File: config.mk
export PLATFORM = sky130hd
export DESIGN_NAME = load_ext_stage
export DESIGN_NICKNAME = d
export VERILOG_FILES = /design/src/rtl/load_ext_pkg.sv /design/src/rtl/load_ext_comb.sv /design/src/rtl/load_ext_stage.sv
export SDC_FILE = /design/constraint.sdc
export NUM_CORES = 1
export LEC_CHECK = 0
export ABC_CLOCK_PERIOD_IN_PS = 2000
export CELL_PAD_IN_SITES_DETAIL_PLACEMENT = 1
export CELL_PAD_IN_SITES_GLOBAL_PLACEMENT = 1
export CORE_UTILIZATION = 32
export DETAILED_ROUTE_END_ITERATION = 16
export PLACE_DENSITY = 0.88
export SLEW_MARGIN = 5
export SYNTH_ARGS = -nofsm -noshare
export SYNTH_HDL_FRONTEND = slang
export SYNTH_SLANG_ARGS = --single-unit
File: constraint.sdc
create_clock -name clk -period 2 [get_ports clk]
set_input_delay 0.4 -clock clk [delete_from_list [all_inputs] [get_ports clk]]
set_output_delay 0.4 -clock clk [all_outputs]
set_load 0.05 [all_outputs]
File: src/rtl/load_ext_pkg.sv
// Shared load/store-path constants.
// Load-op encoding and word width used by the memory stage.
package load_ext_pkg;

   localparam int DW = 32;

   localparam logic [2:0] LD_LW  = 3'b000;
   localparam logic [2:0] LD_LBU = 3'b001;
   localparam logic [2:0] LD_LB  = 3'b010;
   localparam logic [2:0] LD_LHU = 3'b011;
   localparam logic [2:0] LD_LH  = 3'b100;

   localparam logic [7:0] ERR_CNT_MAX = 8'hFF;

endpackage

File: src/rtl/load_ext_comb.sv
// Load data extract / extend and misalignment check.
// Purely combinational; sits in front of the stage register.
module load_ext_comb
   import load_ext_pkg::*;
(
   input  logic [2:0]    ld_op,
   input  logic [1:0]    addr1_0,
   input  logic [DW-1:0] dm_rdata,
   output logic [DW-1:0] ext_data,
   output logic          misalign
);

   logic [7:0]  byte_sel;
   logic [15:0] half_sel;

   // pick the addressed byte and halfword lanes
   always_comb begin
      byte_sel = dm_rdata[7:0];
      unique case (addr1_0)
         2'b00: byte_sel = dm_rdata[7:0];
         2'b01: byte_sel = dm_rdata[15:8];
         2'b10: byte_sel = dm_rdata[23:16];
         2'b11: byte_sel = dm_rdata[31:24];
         default: byte_sel = dm_rdata[7:0];
      endcase
      half_sel = addr1_0[1] ? dm_rdata[31:16] : dm_rdata[15:0];
   end

   // extend per op; reserved ops always flag an error
   always_comb begin
      ext_data = '0;
      misalign = 1'b0;
      unique case (ld_op)
         LD_LW: begin
            ext_data = dm_rdata;
            misalign = (addr1_0 != 2'b00);
         end
         LD_LBU: ext_data = {24'h0, byte_sel};
         LD_LB:  ext_data = {{24{byte_sel[7]}}, byte_sel};
         LD_LHU: begin
            ext_data = {16'h0, half_sel};
            misalign = addr1_0[0];
         end
         LD_LH: begin
            ext_data = {{16{half_sel[15]}}, half_sel};
            misalign = addr1_0[0];
         end
         default: begin
            ext_data = '0;
            misalign = 1'b1;
         end
      endcase
   end

endmodule

File: src/rtl/load_ext_stage.sv
// Registered load-data path into write-back.
// Owns stall/flush control and the load error counter.
module load_ext_stage
   import load_ext_pkg::*;
#(
   parameter int RW = 5
) (
   input  logic          clk,
   input  logic          reset,
   input  logic          stall,
   input  logic          flush,
   input  logic          ld_valid,
   input  logic [2:0]    ld_op,
   input  logic [1:0]    addr1_0,
   input  logic [DW-1:0] dm_rdata,
   input  logic [RW-1:0] ld_rd,
   output logic          wb_we,
   output logic [RW-1:0] wb_rd,
   output logic [DW-1:0] wb_data,
   output logic          ld_err,
   output logic          err_sticky,
   output logic [7:0]    err_cnt
);

   logic [DW-1:0] ext_data;
   logic          misalign;

   load_ext_comb u_comb (
      .ld_op    (ld_op),
      .addr1_0  (addr1_0),
      .dm_rdata (dm_rdata),
      .ext_data (ext_data),
      .misalign (misalign)
   );

   // stage register: reset > stall (hold) > flush (bubble) > load
   always_ff @(posedge clk) begin
      if (reset) begin
         wb_we      <= 1'b0;
         wb_rd      <= '0;
         wb_data    <= '0;
         ld_err     <= 1'b0;
         err_sticky <= 1'b0;
         err_cnt    <= '0;
      end else if (!stall) begin
         if (flush) begin
            wb_we   <= 1'b0;
            wb_rd   <= '0;
            wb_data <= '0;
            ld_err  <= 1'b0;
         end else if (ld_valid) begin
            wb_rd   <= ld_rd;
            ld_err  <= misalign;
            wb_we   <= !misalign && (ld_rd != '0);
            wb_data <= misalign ? '0 : ext_data;
            if (misalign) begin
               err_sticky <= 1'b1;
               if (err_cnt != ERR_CNT_MAX)
                  err_cnt <= err_cnt + 8'd1;
            end
         end else begin
            wb_we   <= 1'b0;
            wb_rd   <= ld_rd;
            wb_data <= '0;
            ld_err  <= 1'b0;
         end
      end
   end

endmodule

Yosys cells after proc, flatten, opt, wreduce, memory -nomap -nowiden
Index checks and enable logic that the tools add are counted.
{ "word_totals": {"register_bits": 48, "inputBits": 47, "word_cells": 39} }
{ "classes": {"n_addsub": 1, "eq_ne": 8, "n_mux": 12, "n_bitwise": 2, "reduce_logical": 10} }
{ "op_table": {"columns": ["operator", "n"], "rows": [
  ["$pmux W32 S5", 1],
  ["$mux W32", 3],
  ["$pmux W8 S4", 1],
  ["$mux W16", 1],
  ["$add A8 B1 Y8 const B", 1],
  ["$ne A8 B8 Y1 const B", 1],
  ["$eq A3 B2 Y1 const B", 2],
  ["$mux W5", 1],
  ["$reduce_and A5 Y1", 1],
  ["$reduce_bool A5 Y1", 1],
  ["$eq A2 B2 Y1 const B", 2],
  ["$mux W1", 4],
  ["$reduce_and A4 Y1", 1],
  ["$reduce_or A2 Y1", 2],
  ["$eq A3 B1 Y1 const B", 1],
  ["$eq A3 B3 Y1 const B", 1],
  ["$logic_not A3 Y1", 1],
  ["$pmux W1 S3", 1],
  ["$eq A2 B1 Y1 const B", 1],
  ["$logic_not A2 Y1", 1],
  ["$not A1 Y1", 2],
  ["$reduce_bool A2 Y1", 1],
  ["$logic_and A1 B1 Y1", 1],
  ["$logic_not A1 Y1", 1]
]} }

Logic depth before layout (Yosys ltp)
{ "depth": {"depth_word": 7, "mapped_depth": 7, "ltp_nobuf": 5} }

By module
Synthesis repeated with hierarchy kept, for this count alone.
{ "hier_totals": {"hier_cells": 344, "hier_area_um2": 2949.1} }
{ "by_module_without_submodules": {"columns": ["module", "n_inst", "cells_per_inst", "area_each_um2", "seq_area_each_um2"], "rows": [
  ["load_ext_stage", 1, 179, 1756.7, 960.9],
  ["load_ext_comb", 1, 165, 1192.4, 0.0]
]} }

Worst setup path after synthesis
Ideal clock, no wire load.
{ "synth_path": {"kind": "input to register", "start": "input ld_op[2]", "end": "register wb_data[6]", "arrival_time_ns": 1.624, "required_time_ns": 1.883, "slack_ns": 0.259, "path_stages": 6, "n_path_buf": 2, "path_cell_list": "buf_2 > and4b_1 > a31o_2 > buf_2 > a221o_1 > a22o_1"} }
{ "synth_via": {"elab_chain_len": 6, "word_cells_on_any_way": 12, "classes_between": "eq/ne: 4; mux: 5; reduce/logical: 3"} }
{ "synth_lines": {"columns": ["element", "line", "rtl"], "rows": [
  ["start: declaration", "load_ext_stage.sv:13", "input logic [2:0] ld_op,"],
  ["$eq A3 B2 Y1, or another cell as far along", "load_ext_comb.sv:33", "unique case (ld_op)"],
  ["$reduce_or A2 Y1 (no source line)", null, null],
  ["$pmux W1 S3", "load_ext_comb.sv:33", null],
  ["$mux W32 *", "load_ext_stage.sv:55", "wb_data <= misalign ? '0 : ext_data;"],
  ["$mux W32 *", "load_ext_stage.sv:51", "end else if (ld_valid) begin"],
  ["$mux W32 *", "load_ext_stage.sv:46", "if (flush) begin"],
  ["end signal: assignment", "load_ext_stage.sv:55", null],
  ["end: declaration", "load_ext_stage.sv:19", "output logic [DW-1:0] wb_data,"]
]} }
Every way passes the cells marked *; elsewhere a longest branch is shown, timed or not.
A chain may end at the register's enable or synchronous reset.

Final worst setup path
{ "layout_path": {"start": "register wb_data[12]", "end": "output wb_data[12]"} }
No word-level cell between the ends.

==> summary.txt <==
Timing
  – Worst slew margin: 57.0%
  – Least-Margin Pin Slew: 644 ps
  – Setup TNS: 0 ps
  – Final Hold Vio Count: 0
  – Post-route clock period utilization: 99.3%
  – Finish-stage setup viols: 0
  – RSZ-0062 raised after global routing: yes
  – Max-slew violations: 0
  – Period minus WS final: 1990 ps
  – Hold Slack: 468 ps
  – Clk_skew: 2.91 ps
  – Worst Slack Setup Final: 14.8 ps
  – Max Fclk: 0.504 GHz

Placed design
  – Placed instance count: 482
  – DP Area: 3730 sq um
  – Port bufs: 94
  – DP HPWL: 7.24 mm
  – Setup WS pre-CTS: -630 ps
  – Routability congestion estimate: 0.841

Setup path
  – Worst endpoint data arrival time: 1590 ps
  – R2R depth: 5
  – Crit-path leading delay family: buffers and inverters
  – Setup crit end kind: output pin
  – CP required: 1600 ps
  – Kind of critical path: flip-flop to output pin
  – Max incr delay on CP: 870 ps
  – Worst R2R Setup Slack: 370 ps
  – Critical path, cell by cell: clkdlybuf4s50_1
  – Critical path startpoint category: flip-flop
  – Crit Reg-Reg Endpoint: err_cnt[5]
  – CP bufs+invs: 1
  – CP max FO: 3
  – Critical path's slowest cell: clkdlybuf4s50_1
  – Worst r2r src: err_cnt[0]
  – Path length in cells of the critical path: 1

Routing
  – DRC viols: 0
  – Iteration count of the initial detailed-routing pass: 7
  – Vias: 2,817
  – Via density per instance: 5.75
  – WL/cell: 20.3 um
  – Final ANT Viol Nets: 0
  – Drt total wl: 9.93 mm
  – Drt first-iter violations: 225

Clock network
  – Clock latency on the worst-skew pair: 300 ps
  – CTS tree: built
  – Root buffer cell: clkbuf_8
  – Reg clk slew, reported paths: 90 ps
  – CTS Sinks: 48
  – CTS buffer count: 5
  – H-tree depth: 2
  – Clock Path Buffers: 2

Synth
  – Post-synth top area share: 39.4%
  – Mean Syn Cell Area: 8.93 sq um
  – Area of the mapped netlist: 2440 sq um
  – Cell count after synthesis: 273
  – Syn_nets: 321
  – Leading area contributor after synthesis: dfxtp_1
  – Synth Register Bits: 48
  – YS warnings: 0
  – Cell variety after synth: 42
  – Synth area leaders: dfxtp_1 39%, mux4_2 7.4%, a21oi_1 6.0%, nand2_1 5.4%, and2_1 4.4%
  – Register area share after synthesis: 39.4%

Layout
  – Fin util: 53.7%
  – Finished Cell Area: 3920 sq um
  – Layout fillers: 870
  – Storage element area: 961 sq um
  – Antenna cells: 0
  – Most common cell after layout, fill and taps aside: clkdlybuf4s50_1
  – Multi-input logic area: 1450 sq um
  – Commonest non-fill, non-tap cells in the layout: 81 x clkdlybuf4s50_1, 48 x dfxtp_1, 38 x buf_4
  – Fraction of layout cells with a size suffix above 1: 18.2%
  – Finished Layout Cells: 490
  – Final net count: 439
  – P&R area growth vs syn: 60.6%

Hold path
  – Hold Crit Class: flip-flop to flip-flop
  – Hold_sp: wb_data[15]
  – Hold Crit Depth: 2
  – Hold worst-path end: wb_data[15]

Global route
  – Initial antenna violation count: 0
  – First-pass GRT wire length: 14.7 mm
  – Total congestion overflow: 0
  – Pin count of the biggest net entering global routing: 41
  – Total track usage: 24.7%
  – Vias in the first global route: 2,881

Job
  – # Max-Cap Violations: 0

Floorplanning
  – Die area: 7970 sq um
  – Core ar.: 7290 sq um
  – Chip width: 89.3 um
  – Core Rows: 31
  – I/O pin cnt: 95
  – Die height: 89.3 um
  – Initial Util: 33.4%

Pwr
  – Max VDD drop: 0.000253 V
  – Power per cell area: 535 nW/um^2
  – Final total power: 2.10 mW
  – LEAKAGE: 1.45 nW

Outcome
  – Status: complete, no violations
metal layers:
metal,up-vias,global-route usage [%],routed length (um)
li1,1260,-,-
met1,1365,28.2,3800
met2,148,42.4,4850
met3,44,6.83,785
met4,0,12.1,498
met5,-,0,0
Yosys cell counts, drive strengths merged:
cell type and count:
or3b 1, nand3 3, dfxtp 48, ha 1, buf 10, a211o 1, a31o 3, or3 4
o22ai 1, a22oi 5, mux2i 1, and2 17, o21bai 1, nor2b 9, o41ai 1, a221o 7
nand2 35, inv 3, a221oi 7, a222oi 7, a21oi 29, a21o 1, nand4 2, o2111ai 1
a22o 8, and4b 2, mux4 8, o21ai 21, nor3b 1, o31ai 5, or4 5, nand2b 2
clkbuf 12, nor2 10, xor2 1
registers in the layout (all words and copies together), names as in the netlist:
register    flops
err_sticky      1
wb_data        32
ld_err          1
wb_rd           5
err_cnt         8
wb_we           1
power by group:
group / leakage (nW) / internal, mW / switching, mW
sequential: 0.388 / 0.967 / 0.00830
clock: 0.0503 / 0.309 / 0.328
combinational: 1.01 / 0.239 / 0.245
total: 1.45 / 1.52 / 0.581
repair_timing:
action                                  in CTS  in global routing
pin swaps                                    2                  0
endpoints found under the setup margin      39                 15
hold buffers                                 0                  0
resized for setup                           12                 11
buffers inserted                             1                  0
cells by family (layout without fill, tap and decap cells):
group / after synthesis / count (layout) / synth area share [%]
AOI/OAI and AO/OA: 98 / 98 / 28.0
and+or+nand+nor: 91 / 91 / 19.5
buffers and inverters: 25 / 143 / 4.41
DFF: 48 / 48 / 39.4
adders and majority gates: 1 / 1 / 0.513
muxes: 9 / 9 / 7.80
xor gates and xnor gates: 1 / 1 / 0.359
worst reg2reg max path: stages (launching register included):
cell	delay (ps)
dfxtp_1	360
ha_1	260
nand3_1	110
o2111ai_1	220
or4_1	460
a21oi_1	160
worst max path at each step:
stage	to	startpoint	slack [ps]
after CTS	err_cnt[5]	ld_op[1]	-6
after floorplan	wb_data[6]	ld_op[2]	260
after global routing	wb_data[11]	ld_op[1]	-40
final	wb_data[12]	wb_data[12]	10
after global placement	wb_data[10]	addr1_0[1]	-360
after detailed placement	wb_data[13]	addr1_0[1]	-630
final cells by class:
cell class	count	area share [%]
Multi-Input combinational cell	200	36.9
Timing Repair Buffer	133	32.7
Clock buffer	7	2.46
Sequential cell	48	24.5
Inverter	3	0.288
Tap cell	99	3.16
(Power assumes the default switching activity.)
